`src/rtl/fault_pkg.sv`:
```
// Shared types for the fault supervisor: state encoding and fault-code constants.
package fault_pkg;

  typedef enum logic [2:0] {
    ST_IDLE    = 3'd0,
    ST_RUN     = 3'd1,
    ST_QUAL    = 3'd2,
    ST_FAULT   = 3'd3,
    ST_LOCKOUT = 3'd4
  } state_e;

  localparam logic [1:0] FC_NONE = 2'b00;
  localparam logic [1:0] FC_OV   = 2'b01;
  localparam logic [1:0] FC_UV   = 2'b10;
  localparam logic [1:0] FC_BOTH = 2'b11;

  // Map the raw comparator flags onto a fault code.
  function automatic logic [1:0] flags_to_code(input logic ov, input logic uv);
    logic [1:0] code;
    unique case ({uv, ov})
      2'b01:   code = FC_OV;
      2'b10:   code = FC_UV;
      2'b11:   code = FC_BOTH;
      default: code = FC_NONE;
    endcase
    return code;
  endfunction

endpackage

```
`src/rtl/fault_supervisor_fsm_if.sv`:
```
// Flag / host / power-stage signal bundle for fault_supervisor_fsm.
interface fault_supervisor_fsm_if #(
  parameter int unsigned RET_W = 4
);
  logic             ov_flag;
  logic             uv_flag;
  logic             enable_req;
  logic             clear_fault;
  logic             pwr_en;
  logic             fault;
  logic [1:0]       fault_code;
  logic             lockout;
  logic [RET_W-1:0] retry_cnt;
  logic [2:0]       state;

  modport master (
    output ov_flag, uv_flag, enable_req, clear_fault,
    input  pwr_en, fault, fault_code, lockout, retry_cnt, state
  );

  modport slave (
    input  ov_flag, uv_flag, enable_req, clear_fault,
    output pwr_en, fault, fault_code, lockout, retry_cnt, state
  );
endinterface

```
`src/rtl/fault_timer.sv`:
```
// Saturating up-counter with clear/enable; o_hit_c flags a chosen count value.
module fault_timer #(
  parameter int unsigned W        = 16,
  parameter int unsigned TERMINAL = 8,
  parameter int unsigned HIT      = 8
) (
  input  logic clk,
  input  logic rst,
  input  logic i_clr,
  input  logic i_en,
  output logic o_hit_c
);

  localparam logic [W-1:0] TERM_V = W'(TERMINAL);
  localparam logic [W-1:0] HIT_V  = W'(HIT);

  logic [W-1:0] r_cnt;

  always_ff @(posedge clk) begin
    if (rst || i_clr) begin
      r_cnt <= '0;
    end else if (i_en && (r_cnt != TERM_V)) begin
      r_cnt <= r_cnt + W'(1);
    end
  end

  assign o_hit_c = (r_cnt == HIT_V);

endmodule

```
`src/rtl/fault_supervisor_fsm.sv`:
```
// Power-stage fault supervisor: qualifies OV/UV flags, forces the stage off, cools down, restarts.
// Optional FAULT_SUPERVISOR_AUTORETRY_EN enables automatic restarts with retry limit and LOCKOUT.
module fault_supervisor_fsm
  import fault_pkg::*;
#(
  parameter int unsigned DEB_CYCLES      = 8,
  parameter int unsigned COOLDOWN_CYCLES = 1000,
  parameter int unsigned MAX_RETRIES     = 3,
  parameter int unsigned CNT_W           = 16,
  parameter int unsigned RET_W           = 4
) (
  input logic                 clk,
  input logic                 rst,
  fault_supervisor_fsm_if.slave bus
);

  // Reject parameter sets whose counters cannot hold their terminal counts.
  if ((DEB_CYCLES == 0) || (COOLDOWN_CYCLES == 0) ||
      (64'(DEB_CYCLES) >= (64'd1 << CNT_W)) ||
      (64'(COOLDOWN_CYCLES) >= (64'd1 << CNT_W)) ||
      (64'(MAX_RETRIES) >= (64'd1 << RET_W))) begin : g_bad_params
    $error("fault_supervisor_fsm: illegal parameter combination");
  end

  state_e     r_state;
  state_e     w_state_nxt;
  logic [1:0] r_seed;
  logic [1:0] w_seed_nxt;
  logic [1:0] w_flag_code;
  logic       w_flag_any;
  logic       w_deb_hit;
  logic       w_cool_done;
  logic       w_exit_ok;
  logic       w_deb_clr;
  logic       w_cool_clr;
  logic       r_pwr_en;
  logic       r_fault;
  logic [1:0] r_fault_code;

`ifdef FAULT_SUPERVISOR_AUTORETRY_EN
  logic [RET_W-1:0] r_retry;
  logic [RET_W-1:0] w_retry_nxt;
  logic             r_lockout;
`endif

  assign w_flag_any  = bus.ov_flag | bus.uv_flag;
  assign w_flag_code = flags_to_code(bus.ov_flag, bus.uv_flag);
  assign w_exit_ok   = w_cool_done & ~w_flag_any;

  // Debounce count is only meaningful while qualifying; cooldown restarts at each FAULT entry.
  assign w_deb_clr  = (w_state_nxt != ST_QUAL);
  assign w_cool_clr = ~((r_state == ST_FAULT) && (w_state_nxt == ST_FAULT));

  fault_timer #(
    .W        (CNT_W),
    .TERMINAL (DEB_CYCLES),
    .HIT      (DEB_CYCLES - 1)
  ) u_deb_timer (
    .clk     (clk),
    .rst     (rst),
    .i_clr   (w_deb_clr),
    .i_en    (w_flag_any),
    .o_hit_c (w_deb_hit)
  );

  fault_timer #(
    .W        (CNT_W),
    .TERMINAL (COOLDOWN_CYCLES),
    .HIT      (COOLDOWN_CYCLES)
  ) u_cool_timer (
    .clk     (clk),
    .rst     (rst),
    .i_clr   (w_cool_clr),
    .i_en    (1'b1),
    .o_hit_c (w_cool_done)
  );

  always_ff @(posedge clk) begin
    if (rst) begin
      r_state <= ST_IDLE;
      r_seed  <= FC_NONE;
    end else begin
      r_state <= w_state_nxt;
      r_seed  <= w_seed_nxt;
    end
  end

  always_comb begin
    w_state_nxt = r_state;
    w_seed_nxt  = r_seed;
`ifdef FAULT_SUPERVISOR_AUTORETRY_EN
    w_retry_nxt = r_retry;
`endif
    unique case (r_state)
      ST_IDLE: begin
        if (bus.enable_req && !w_flag_any) w_state_nxt = ST_RUN;
      end
      ST_RUN: begin
        if (!bus.enable_req) begin
          w_state_nxt = ST_IDLE;
        end else if (w_flag_any) begin
          w_seed_nxt  = w_flag_code;
          w_state_nxt = (DEB_CYCLES == 1) ? ST_FAULT : ST_QUAL;
        end
      end
      ST_QUAL: begin
        if (!bus.enable_req) begin
          w_state_nxt = ST_IDLE;
        end else if (!w_flag_any) begin
          w_state_nxt = ST_RUN;
        end else begin
          w_seed_nxt = r_seed | w_flag_code;
          if (w_deb_hit) w_state_nxt = ST_FAULT;
        end
      end
      ST_FAULT: begin
`ifdef FAULT_SUPERVISOR_AUTORETRY_EN
        // A host clear outranks a simultaneous automatic restart.
        if (bus.clear_fault) begin
          w_state_nxt = ST_IDLE;
          w_retry_nxt = '0;
        end else if (w_exit_ok) begin
          if (r_retry == RET_W'(MAX_RETRIES)) begin
            w_state_nxt = ST_LOCKOUT;
          end else begin
            w_retry_nxt = r_retry + RET_W'(1);
            w_state_nxt = bus.enable_req ? ST_RUN : ST_IDLE;
          end
        end
`else
        if (bus.clear_fault && w_exit_ok) w_state_nxt = ST_IDLE;
`endif
      end
      ST_LOCKOUT: begin
        if (bus.clear_fault && !w_flag_any) begin
          w_state_nxt = ST_IDLE;
`ifdef FAULT_SUPERVISOR_AUTORETRY_EN
          w_retry_nxt = '0;
`endif
        end
      end
      default: w_state_nxt = ST_IDLE;
    endcase
    if ((w_state_nxt == ST_IDLE) || (w_state_nxt == ST_RUN)) w_seed_nxt = FC_NONE;
  end

  // Outputs are registered from the next state so they line up with r_state.
  always_ff @(posedge clk) begin
    if (rst) begin
      r_pwr_en     <= 1'b0;
      r_fault      <= 1'b0;
      r_fault_code <= FC_NONE;
    end else begin
      r_pwr_en     <= (w_state_nxt == ST_RUN) || (w_state_nxt == ST_QUAL);
      r_fault      <= (w_state_nxt == ST_FAULT) || (w_state_nxt == ST_LOCKOUT);
      r_fault_code <= ((w_state_nxt == ST_FAULT) || (w_state_nxt == ST_LOCKOUT)) ?
                      w_seed_nxt : FC_NONE;
    end
  end

`ifdef FAULT_SUPERVISOR_AUTORETRY_EN
  always_ff @(posedge clk) begin
    if (rst) begin
      r_retry   <= '0;
      r_lockout <= 1'b0;
    end else begin
      r_retry   <= w_retry_nxt;
      r_lockout <= (w_state_nxt == ST_LOCKOUT);
    end
  end

  assign bus.retry_cnt = r_retry;
  assign bus.lockout   = r_lockout;
`else
  assign bus.retry_cnt = '0;
  assign bus.lockout   = 1'b0;
`endif

  assign bus.pwr_en     = r_pwr_en;
  assign bus.fault      = r_fault;
  assign bus.fault_code = r_fault_code;
  assign bus.state      = 3'(r_state);

endmodule

```
`src/flat_wrapper.sv`:
```
// flat-port wrapper written by rule: the top's interface ports become plain ports
module fault_supervisor_fsm_flat import fault_pkg::*;
#(
  parameter int unsigned DEB_CYCLES      = 8,
  parameter int unsigned COOLDOWN_CYCLES = 1000,
  parameter int unsigned MAX_RETRIES     = 3,
  parameter int unsigned CNT_W           = 16,
  parameter int unsigned RET_W           = 4
)
  (clk, rst, bus_ov_flag, bus_uv_flag, bus_enable_req, bus_clear_fault, bus_pwr_en, bus_fault, bus_fault_code, bus_lockout, bus_retry_cnt, bus_state);
  fault_supervisor_fsm_if #(.RET_W(RET_W)) bus_i ();
  input logic clk;
  input logic rst;
  input wire logic [$bits(bus_i.ov_flag)-1:0] bus_ov_flag;
  input wire logic [$bits(bus_i.uv_flag)-1:0] bus_uv_flag;
  input wire logic [$bits(bus_i.enable_req)-1:0] bus_enable_req;
  input wire logic [$bits(bus_i.clear_fault)-1:0] bus_clear_fault;
  output wire logic [$bits(bus_i.pwr_en)-1:0] bus_pwr_en;
  output wire logic [$bits(bus_i.fault)-1:0] bus_fault;
  output wire logic [$bits(bus_i.fault_code)-1:0] bus_fault_code;
  output wire logic [$bits(bus_i.lockout)-1:0] bus_lockout;
  output wire logic [$bits(bus_i.retry_cnt)-1:0] bus_retry_cnt;
  output wire logic [$bits(bus_i.state)-1:0] bus_state;
  assign bus_i.ov_flag = bus_ov_flag;
  assign bus_i.uv_flag = bus_uv_flag;
  assign bus_i.enable_req = bus_enable_req;
  assign bus_i.clear_fault = bus_clear_fault;
  assign bus_pwr_en = bus_i.pwr_en;
  assign bus_fault = bus_i.fault;
  assign bus_fault_code = bus_i.fault_code;
  assign bus_lockout = bus_i.lockout;
  assign bus_retry_cnt = bus_i.retry_cnt;
  assign bus_state = bus_i.state;
  fault_supervisor_fsm #(.DEB_CYCLES(DEB_CYCLES), .COOLDOWN_CYCLES(COOLDOWN_CYCLES), .MAX_RETRIES(MAX_RETRIES), .CNT_W(CNT_W), .RET_W(RET_W)) u_core (.clk(clk), .rst(rst), .bus(bus_i));
endmodule
```
`config.mk`:
```
export PLATFORM = sky130hd
export DESIGN_NAME = fault_supervisor_fsm_flat
export DESIGN_NICKNAME = d
export VERILOG_FILES = /design/src/rtl/fault_pkg.sv /design/src/rtl/fault_supervisor_fsm_if.sv /design/src/rtl/fault_timer.sv /design/src/rtl/fault_supervisor_fsm.sv /design/src/flat_wrapper.sv
export SDC_FILE = /design/constraint.sdc
export NUM_CORES = 1
export LEC_CHECK = 0
export ABC_AREA = 1
export CAP_MARGIN = 40
export CELL_PAD_IN_SITES_DETAIL_PLACEMENT = 1
export CELL_PAD_IN_SITES_GLOBAL_PLACEMENT = 2
export CORE_AREA = 2 2 72 102
export CTS_CLUSTER_DIAMETER = 60
export CTS_CLUSTER_SIZE = 28
export DETAILED_ROUTE_END_ITERATION = 16
export DIE_AREA = 0 0 74 104
export GPL_TIMING_DRIVEN = 1
export MAX_ROUTING_LAYER = met4
export PLACE_DENSITY_LB_ADDON = 0.15
export SLEW_MARGIN = 10
export SYNTH_ARGS = -nofsm -noshare
export SYNTH_HDL_FRONTEND = slang
export SYNTH_SLANG_ARGS = --single-unit
```
`constraint.sdc`:
```
create_clock -name clk -period 3.9 [get_ports clk]
set_input_delay 0.585 -clock clk [delete_from_list [all_inputs] [get_ports clk]]
set_output_delay 0.585 -clock clk [all_outputs]
set_load 0.01 [all_outputs]
```
==> results.cfg, run 1 <==
[route]
vias = 2081
drt_pass1_iterations = 4
ant_nets = 0
wl_per_cell_um = 12.3
wirelength_mm = 5.50
drc = 0
drt_iter0_drc = 35
avgViaCountPerCell = 4.65

[clock_network]
clk_pin_slew_ps = 90
cts_hold_buffers = 0
cts_tree = done
cts_max_path_buffers = 2
htreeDepth = 2
clk_latency_ps = 300
cts_buffers = 5
root_buffer = clkbuf_8
cts_resized = 0
cts_sinks = 41
postCtsSetupRepairBufs = 0

[floorplanning]
row_count = 36
start_util_pct = 34.1
core_um2 = 6800
ios = 18
die_h_um = 104
die_w_um = 74
die_area_um2 = 7700

[pwr]
internal-power_uw = 683
clkPwrFrac_pct = 47.8
power.density_nw_per_um2 = 326
p_seq_share_pct = 48.8
p_leak_uw = 0.000986
switchingPower_uw = 178
power_frac_comb_pct = 3.4
swShare_pct = 20.6
vdd.ir_drop.worst_mv = 0.158

[setup_path]
path_max_fanout = 16
startpoint_type = input pin
critical_path_class = input pin to flip-flop
cp-end-kind = flip-flop
critPathRequiredTime_ps = 4130
crit_arrival_ps = 2330
r2r_cells = 9

[placement]
dpl_cell_area_um2 = 2510
gp_congestion = 0.763
port_buffers = 12
dpl.hpwl_mm = 4.27

[global_routing]
grt_pass1_vias = 2087
grt_first_pass_wirelength_mm = 9.45
grt_max_degree = 17
track_usage_pct = 16.0
antenna_found_initial = 0
grt.overflow.total = 0

[sta]
tightest_slew_ps = 650
finalSetupTns_ps = 0
slew_headroom_pct = 56.5
final-hold-violation-count = 0
min_period_ps = 2100
fmaxAchievable_mhz = 476
fin_crit_sh_pct = 53.9
setup_violations = 0
drv_slew = 0
finClkSkew_ps = 8.04
rsz0062_at_grt = false

[cells_and_area]
fin_area_um2 = 2640
drive_gt1_share_pct = 10.5
mostFrequentLayoutCells = 80 x nand2_1, 50 x nor2_1, 41 x dfxtp_1, 39 x inv_1, 26 x nand3_1
antenna_cells = 0
final_common_cell = nand2_1
fin_util_pct = 38.8
nets = 362
area_growth_pct = 14.0

[synth]
synth_edf_count = 0
syn_inst = 338
ys_seq_elements = 41
ys_types = 30
synth_warnings = 0
yosysSeqAreaShare_pct = 35.4
yosys_most_used_dff = dfxtp_1
syn_avg_cell_area_um2 = 6.85
synthesis.area_um2 = 2320
synthArstFlopShare_pct = 0

[worst_hold_path]
min_path_type = flip-flop to flip-flop
min_delay_path_depth = 2

[flow_run]
maxCapViolCount = 0

[run_status]
status = finished, final reports clean
-- synthesized netlist by cell type, types with 3 or more instances --
cell	instances	area [um^2]
nand4_1	10	62.6
inv_2	7	26.3
nand2_1	80	300
buf_2	3	15.0
inv_1	39	146
nor2_1	50	188
nor2_2	4	25.0
dfxtp_1	41	821
o21ai_0	3	15.0
a21oi_2	6	52.6
a21oi_1	22	110
ha_1	4	50.1
nor3_1	7	35.0
nand3_1	26	130
buf_4	5	37.5
xnor2_1	3	26.3
xor2_1	11	96.3
-- routing by layer --
layer | vias up | routed length [um] | GRT usage (%)
li1 | 1088 | - | -
met1 | 976 | 2390 | 18.1
met2 | 12 | 2960 | 28.1
met3 | 5 | 85 | 2.33
met4 | 0 | 72 | 4.68
met5 | - | 0 | -
-- state kept, by name, indices dropped and copies added, names as in the netlist --
signal,count
u_core.u_cool_timer.r_cnt,16
u_core.u_deb_timer.r_cnt,16
u_core.bus.state,3
u_core.bus.fault_code,2
u_core.r_seed,2
u_core.bus.fault,1
u_core.bus.pwr_en,1
-- final cells by class --
class	instances	area (um^2)
clock buffer	5	68.8
tap	95	119
fill	889	4160
sequential	41	821
multi-input combinational	246	1270
timing repair buffer	12	120
inverter	46	173
clock inverter	3	65.1
-- logic make-up (layout without fill, tap and decap cells) --
group,after synthesis,count (layout),synth area share [%]
flip-flops,41,41,35.4
XOR/XNOR,14,14,5.29
adder cells (fa/ha/maj),4,4,2.16
AND/OR/NAND/NOR,190,190,38.5
other,1,5,0.162
AO/OA/AOI/OAI,33,33,8.27
buffers and inverters,55,66,10.2
-- worst paths after layout --
| kind | slack [ps] | endpoint | start |
|---|---|---|---|
| worst max-delay path | 1800 | u_core.u_deb_timer.r_cnt[2] | bus_ov_flag |
| worst min-delay path | 480 | u_core.u_cool_timer.r_cnt[13] | u_core.u_cool_timer.r_cnt[13] |
| worst max register to register | 1850 | u_core.u_deb_timer.r_cnt[2] | u_core.u_deb_timer.r_cnt[0] |
| worst min register to register | 480 | u_core.u_cool_timer.r_cnt[13] | u_core.u_cool_timer.r_cnt[13] |
-- critical path, stage by stage --
cell and delay (ps):
clkdlybuf4s50_1 560, nor2_4 80, inv_2 80, nand2_1 300, inv_2 380, o21ai_0 180
a21oi_2 150
-- through the flow --
step	setup WS, ps	std cells	hold slack (ps)	power, uW
after floorplan	2360	342	439	450
after global placement	1500	440	451	459
after detailed placement	1440	440	460	460
after CTS	1760	448	483	878
after global routing	1610	448	509	899
final	1800	448	478	861
-- power by group through the flow --
stage	registers (uW)	logic [uW]	clock network (uW)
4_1_cts	420	29.9	428
6_report	420	29.4	411
3_3_place_gp	430	29.6	0
2_1_floorplan	430	20.2	0
3_5_place_dp	430	29.9	0
5_1_grt	420	32.6	446
Note: power is estimated with default switching activity, not from simulation.
==> inputs of run 2 (changes only) <==
--- a/config.mk
+++ b/config.mk
@@ -9,11 +9,11 @@
 export CAP_MARGIN = 40
 export CELL_PAD_IN_SITES_DETAIL_PLACEMENT = 1
 export CELL_PAD_IN_SITES_GLOBAL_PLACEMENT = 2
-export CORE_AREA = 2 2 72 102
+export CORE_AREA = 2 2 75 106
 export CTS_CLUSTER_DIAMETER = 60
 export CTS_CLUSTER_SIZE = 28
 export DETAILED_ROUTE_END_ITERATION = 16
-export DIE_AREA = 0 0 74 104
+export DIE_AREA = 0 0 77 108
 export GPL_TIMING_DRIVEN = 1
 export MAX_ROUTING_LAYER = met4
 export PLACE_DENSITY_LB_ADDON = 0.15
==> constraint.sdc (replaced) <==
create_clock -name clk -period 2.18 [get_ports clk]
set_input_delay 0.327 -clock clk [delete_from_list [all_inputs] [get_ports clk]]
set_output_delay 0.327 -clock clk [all_outputs]
set_load 0.01 [all_outputs]
==> results.cfg, run 2 (synthesis results as in run 1) <==
[global_routing]
antenna_found_initial = 0
grt.overflow.total = 0
grt_first_pass_wirelength_mm = 10.1
track_usage_pct = 15.8
grt_pass1_vias = 2173
grt_max_degree = 17

[setup_path]
startpoint_type = flip-flop
cpLargestDelayFamily = simple AND/OR/NAND/NOR gates
r2r-start = u_core.u_cool_timer.r_cnt[0]
cp-end-kind = flip-flop
max_stage_delay_ps = 360
critical_path_class = flip-flop to flip-flop
worst_path_max_delay_cell = dfxtp_1
path_max_fanout = 16
r2r_setup_slack_ps = 410
path_buf_inv = 1
critPathRequiredTime_ps = 2410
r2r_end = u_core.u_deb_timer.r_cnt[11]
crit_arrival_ps = 2000
crit_chain = inv_1 > ha_1 > nand3_1 > nor2_8 > nand3_4 > nand2_4 > nand4_4 > a21oi_1
r2r_cells = 8

[floorplanning]
die_area_um2 = 8320
core_um2 = 7310
ios = 18
start_util_pct = 31.7
die_w_um = 77
die_h_um = 108
row_count = 37

[pwr]
swShare_pct = 21.9
p_seq_share_pct = 51.3
power.density_nw_per_um2 = 554
clkPwrFrac_pct = 44.9
p_leak_uw = 0.000986
power.total_uw = 1460
switchingPower_uw = 321
internal-power_uw = 1140
vdd.ir_drop.worst_mv = 0.239
power_frac_comb_pct = 3.8

[clock_network]
postCtsSetupRepairBufs = 0
htreeDepth = 2
cts_hold_buffers = 0
root_buffer = clkbuf_8
cts_buffers = 5
clk_pin_slew_ps = 80
cts_tree = done
clk_latency_ps = 300
cts_max_path_buffers = 2
cts_sinks = 41
cts_resized = 0

[sta]
fin_crit_sh_pct = 81.3
finalSetupTns_ps = 0
finClkSkew_ps = 4.81
rsz0062_at_grt = false
setup_violations = 0
drv_slew = 0
min_period_ps = 1770
fmaxAchievable_mhz = 564
final-hold-violation-count = 0

[route]
wl_met3_um = 129
wirelength_mm = 5.72
wl_met2_mm = 3.02
drt_iter0_drc = 36
vias = 2102
wl_per_cell_um = 12.7
drt-met1-wl_mm = 2.45
ant_nets = 0
avgViaCountPerCell = 4.65
drc = 0
routed.top_layer = met4
drt_pass1_iterations = 4

[placement]
dpl.hpwl_mm = 4.37
port_buffers = 12
gp_congestion = 0.740

[cells_and_area]
final_common_cell = nand2_1
fillCellCount = 980
nets = 364
area_growth_pct = 14.0
antenna_cells = 0
mostFrequentLayoutCells = 80 x nand2_1, 50 x nor2_1, 41 x dfxtp_1, 39 x inv_1, 26 x nand3_1
drive_gt1_share_pct = 10.7

[run_status]
status = finished, final reports clean

[worst_hold_path]
min_from = u_core.u_cool_timer.r_cnt[14]
min_path_type = flip-flop to flip-flop
hold_end = u_core.u_cool_timer.r_cnt[14]
min_delay_path_depth = 2

[flow_run]
maxCapViolCount = 0
-- run 2: worst max path at each step --
| stage | startpoint | end | slack (ps) | cells past startpoint |
|---|---|---|---|---|
| after CTS | u_core.u_cool_timer.r_cnt[0] | u_core.u_deb_timer.r_cnt[11] | 360 | 8 |
| after detailed placement | bus_ov_flag | u_core.u_deb_timer.r_cnt[9] | 100 | 8 |
| final | u_core.u_cool_timer.r_cnt[0] | u_core.u_deb_timer.r_cnt[11] | 410 | 8 |
| after global routing | u_core.u_cool_timer.r_cnt[0] | u_core.u_deb_timer.r_cnt[12] | 250 | 8 |
| after floorplan | u_core.u_cool_timer.r_cnt[0] | u_core.u_cool_timer.r_cnt[10] | 680 | 8 |
| after global placement | bus_ov_flag | u_core.u_deb_timer.r_cnt[5] | 160 | 8 |
-- run 2: cell type report --
cell class	instances	area, um^2	area share [%]
Clock buffer	7	86.3	3.27
Clock inverter	1	30.0	1.14
Inverter	46	173	6.54
Multi-Input combinational cell	246	1270	48.2
Sequential cell	41	821	31.1
Tap cell	97	121	4.60
Timing Repair Buffer	14	135	5.12
-- run 2: metrics by stage --
stage / instance area (um^2) / worst slack (ps) / utilization [%] / cells / hold WS (ps)
finish: 2640 / 407 / 36.1 / 452 / 466
global route: 2640 / 246 / 36.1 / 452 / 504
CTS: 2640 / 361 / 36.1 / 452 / 472
detailed placement: 2520 / 101 / 34.5 / 444 / 460
global placement: 2520 / 156 / 34.5 / 444 / 450
floorplan: 2330 / 683 / - / 342 / 396
-- run 2: power groups by stage --
| stage | logic [uW] | clock network, uW | registers [uW] |
|---|---|---|---|
| 2_1_floorplan | 36.1 | 0 | 769 |
| 3_3_place_gp | 55.5 | 0 | 769 |
| 3_5_place_dp | 56.3 | 0 | 769 |
| 4_1_cts | 56.4 | 688 | 751 |
| 5_1_grt | 61.6 | 714 | 751 |
| 6_report | 55.0 | 657 | 751 |
-- run 2: per-layer routing --
metal  track usage (%)  vias up
met5                 -        -
met2              28.4       15
met3              3.01        7
li1                  -     1086
met1              17.2      994
met4              6.51        0
-- run 2: worst min-delay path: stages, from the launching register on --
cell and delay (ps):
dfxtp_1 320, nand2_1 60, a21oi_1 50
==> inputs of run 3 (changes only) <==
--- a/config.mk
+++ b/config.mk
@@ -9,11 +9,11 @@
 export CAP_MARGIN = 40
 export CELL_PAD_IN_SITES_DETAIL_PLACEMENT = 1
 export CELL_PAD_IN_SITES_GLOBAL_PLACEMENT = 2
-export CORE_AREA = 2 2 75 106
+export CORE_AREA = 2 2 79 111
 export CTS_CLUSTER_DIAMETER = 60
 export CTS_CLUSTER_SIZE = 28
 export DETAILED_ROUTE_END_ITERATION = 16
-export DIE_AREA = 0 0 77 108
+export DIE_AREA = 0 0 81 113
 export GPL_TIMING_DRIVEN = 1
 export MAX_ROUTING_LAYER = met4
 export PLACE_DENSITY_LB_ADDON = 0.15
==> constraint.sdc (replaced) <==
create_clock -name clk -period 1.5 [get_ports clk]
set_input_delay 0.225 -clock clk [delete_from_list [all_inputs] [get_ports clk]]
set_output_delay 0.225 -clock clk [all_outputs]
set_load 0.01 [all_outputs]
==> results.cfg, run 3 (synthesis results as in run 1) <==
[cells_and_area]
nets = 418
multi_input_area_um2 = 1430
mostFrequentLayoutCells = 74 x nand2_1, 49 x buf_4, 42 x nor2_1, 33 x dfxtp_1, 32 x inv_1
seq_area_um2 = 836
final_common_cell = nand2_1
antenna_cells = 0
fillCellCount = 1042
fin_util_pct = 41.5
drive_gt1_share_pct = 33.7
area_growth_pct = 45.2

[floorplanning]
start_util_pct = 28.6
core_um2 = 8100
die_area_um2 = 9150
die_h_um = 113
row_count = 39
die_w_um = 81
ios = 18

[setup_path]
max_stage_delay_ps = 360
critPathRequiredTime_ps = 1720
r2r-start = u_core.u_cool_timer.r_cnt[1]
worst_path_max_delay_cell = dfxtp_4
critPathCapture = u_core.u_deb_timer.r_cnt[0]
path_buf_inv = 2
startpoint_type = flip-flop
cpLargestDelayFamily = simple AND/OR/NAND/NOR gates
r2r_end = u_core.u_deb_timer.r_cnt[0]
critical_path_class = flip-flop to flip-flop
crit_chain = inv_2 > ha_4 > nand3_4 > nor2_8 > nand3_4 > nand2_4 > nand4_4 > clkbuf_16 > a21oi_2
cp-end-kind = flip-flop
r2r_setup_slack_ps = 20
worstSetupPathDepth = 9
cp-startpoint = u_core.u_cool_timer.r_cnt[1]
crit_arrival_ps = 1700
path_max_fanout = 8
r2r_cells = 9
crit_top_cell = nand3_4

[route]
drt_iter0_drc = 73
wl_per_cell_um = 13.1
drc = 0
wirelength_mm = 6.72
drt_pass1_iterations = 4
ant_nets = 0
vias = 2339
avgViaCountPerCell = 4.58

[sta]
fin_crit_sh_pct = 98.4
min_period_ps = 1480
rsz0062_at_grt = true
fmaxAchievable_mhz = 678
finClkSkew_ps = 6.86
hold-worst-slack_ps = 472
final-hold-violation-count = 0
finalSetupTns_ps = 0
setup_violations = 0
drv_slew = 0

[placement]
dpl.hpwl_mm = 5.02
port_buffers = 12
gp_congestion = 0.742

[global_routing]
grt_first_pass_wirelength_mm = 11.0
grt_max_degree = 17
antenna_found_initial = 0
track_usage_pct = 15.9
grt.overflow.total = 0
grt_pass1_vias = 2431

[pwr]
power.density_nw_per_um2 = 782
p_leak_uw = 0.00136
power.total_uw = 2630
vdd.ir_drop.worst_mv = 0.393

[clock_network]
cts_buffers = 5
cts_sinks = 41
clk_latency_ps = 290
cts_max_path_buffers = 2
root_buffer = clkbuf_16
clk_pin_slew_ps = 70
cts_tree = done
htreeDepth = 2

[flow_run]
maxCapViolCount = 0

[run_status]
status = finished, final reports clean

[worst_hold_path]
min_path_type = flip-flop to flip-flop
min_delay_path_depth = 2
run 3: cell types whose count changed in the layout (fill, tap and decap cells not counted), sizes merged:
cell,change
dlymetal6s2s,+2
clkbuf,-1
bufinv,+1
dlygate4sd2,+1
clkinv,+1
buf,+53
clkdlybuf4s50,-3
run 3: report_power, final:
| group | internal [uW] | switching, uW | total [uW] |
|---|---|---|---|
| Clock | 951 | 472 | 1420 |
| Combinational | 47.9 | 67.7 | 116 |
| Sequential | 1090 | 2.36 | 1090 |
run 3: final cells by class:
cell class                      instances  area share, %
Sequential cell                        41           24.9
Clock inverter                          3           1.93
Inverter                               46           5.36
Clock buffer                            5           3.72
Tap cell                              102           3.79
Multi-Input combinational cell        246           42.6
Timing Repair Buffer                   68           17.7
run 3: worst min path at each step:
stage / start / to
2_1_floorplan: rst / u_core.bus.pwr_en
3_3_place_gp: u_core.u_cool_timer.r_cnt[14] / u_core.u_cool_timer.r_cnt[14]
3_5_place_dp: u_core.u_cool_timer.r_cnt[14] / u_core.u_cool_timer.r_cnt[14]
4_1_cts: u_core.u_cool_timer.r_cnt[14] / u_core.u_cool_timer.r_cnt[14]
5_1_grt: u_core.u_cool_timer.r_cnt[14] / u_core.u_cool_timer.r_cnt[14]
6_report: u_core.u_cool_timer.r_cnt[14] / u_core.u_cool_timer.r_cnt[14]
run 3: what timing repair did:
| action | 4_1_cts | 5_1_grt |
|---|---|---|
| hold buffers | 0 | 0 |
| buffers inserted | 0 | 5 |
| pin swaps | 2 | 16 |
| gates resized for setup | 16 | 50 |
| setup endpoints to repair | 26 | 32 |
| hold endpoints to repair | 0 | 0 |
| gates cloned | 0 | 2 |
run 3: stage by stage:
| stage | area, um^2 | setup slack (ps) | instances |
|---|---|---|---|
| detailed placement | 2910 | -300 | 496 |
| global placement | 2910 | -212 | 496 |
| global route | 3360 | -55.4 | 511 |
| finish | 3360 | 24.5 | 511 |
| floorplan | 2330 | 2.89 | 342 |
| CTS | 3140 | -0.931 | 504 |
run 3: routing by layer:
| layer | routed length, um | vias up | track usage, % |
|---|---|---|---|
| li1 | - | 1204 | - |
| met1 | 2710 | 1113 | 16.4 |
| met2 | 3800 | 14 | 29.7 |
| met3 | 91 | 8 | 2.63 |
| met4 | 119 | 0 | 5.42 |
| met5 | 0 | - | - |
run 3: tightest hold or removal path, stage by stage (launching register included):
cell and delay (ps):
dfxtp_1 320, nand2_1 60, a21oi_1 50
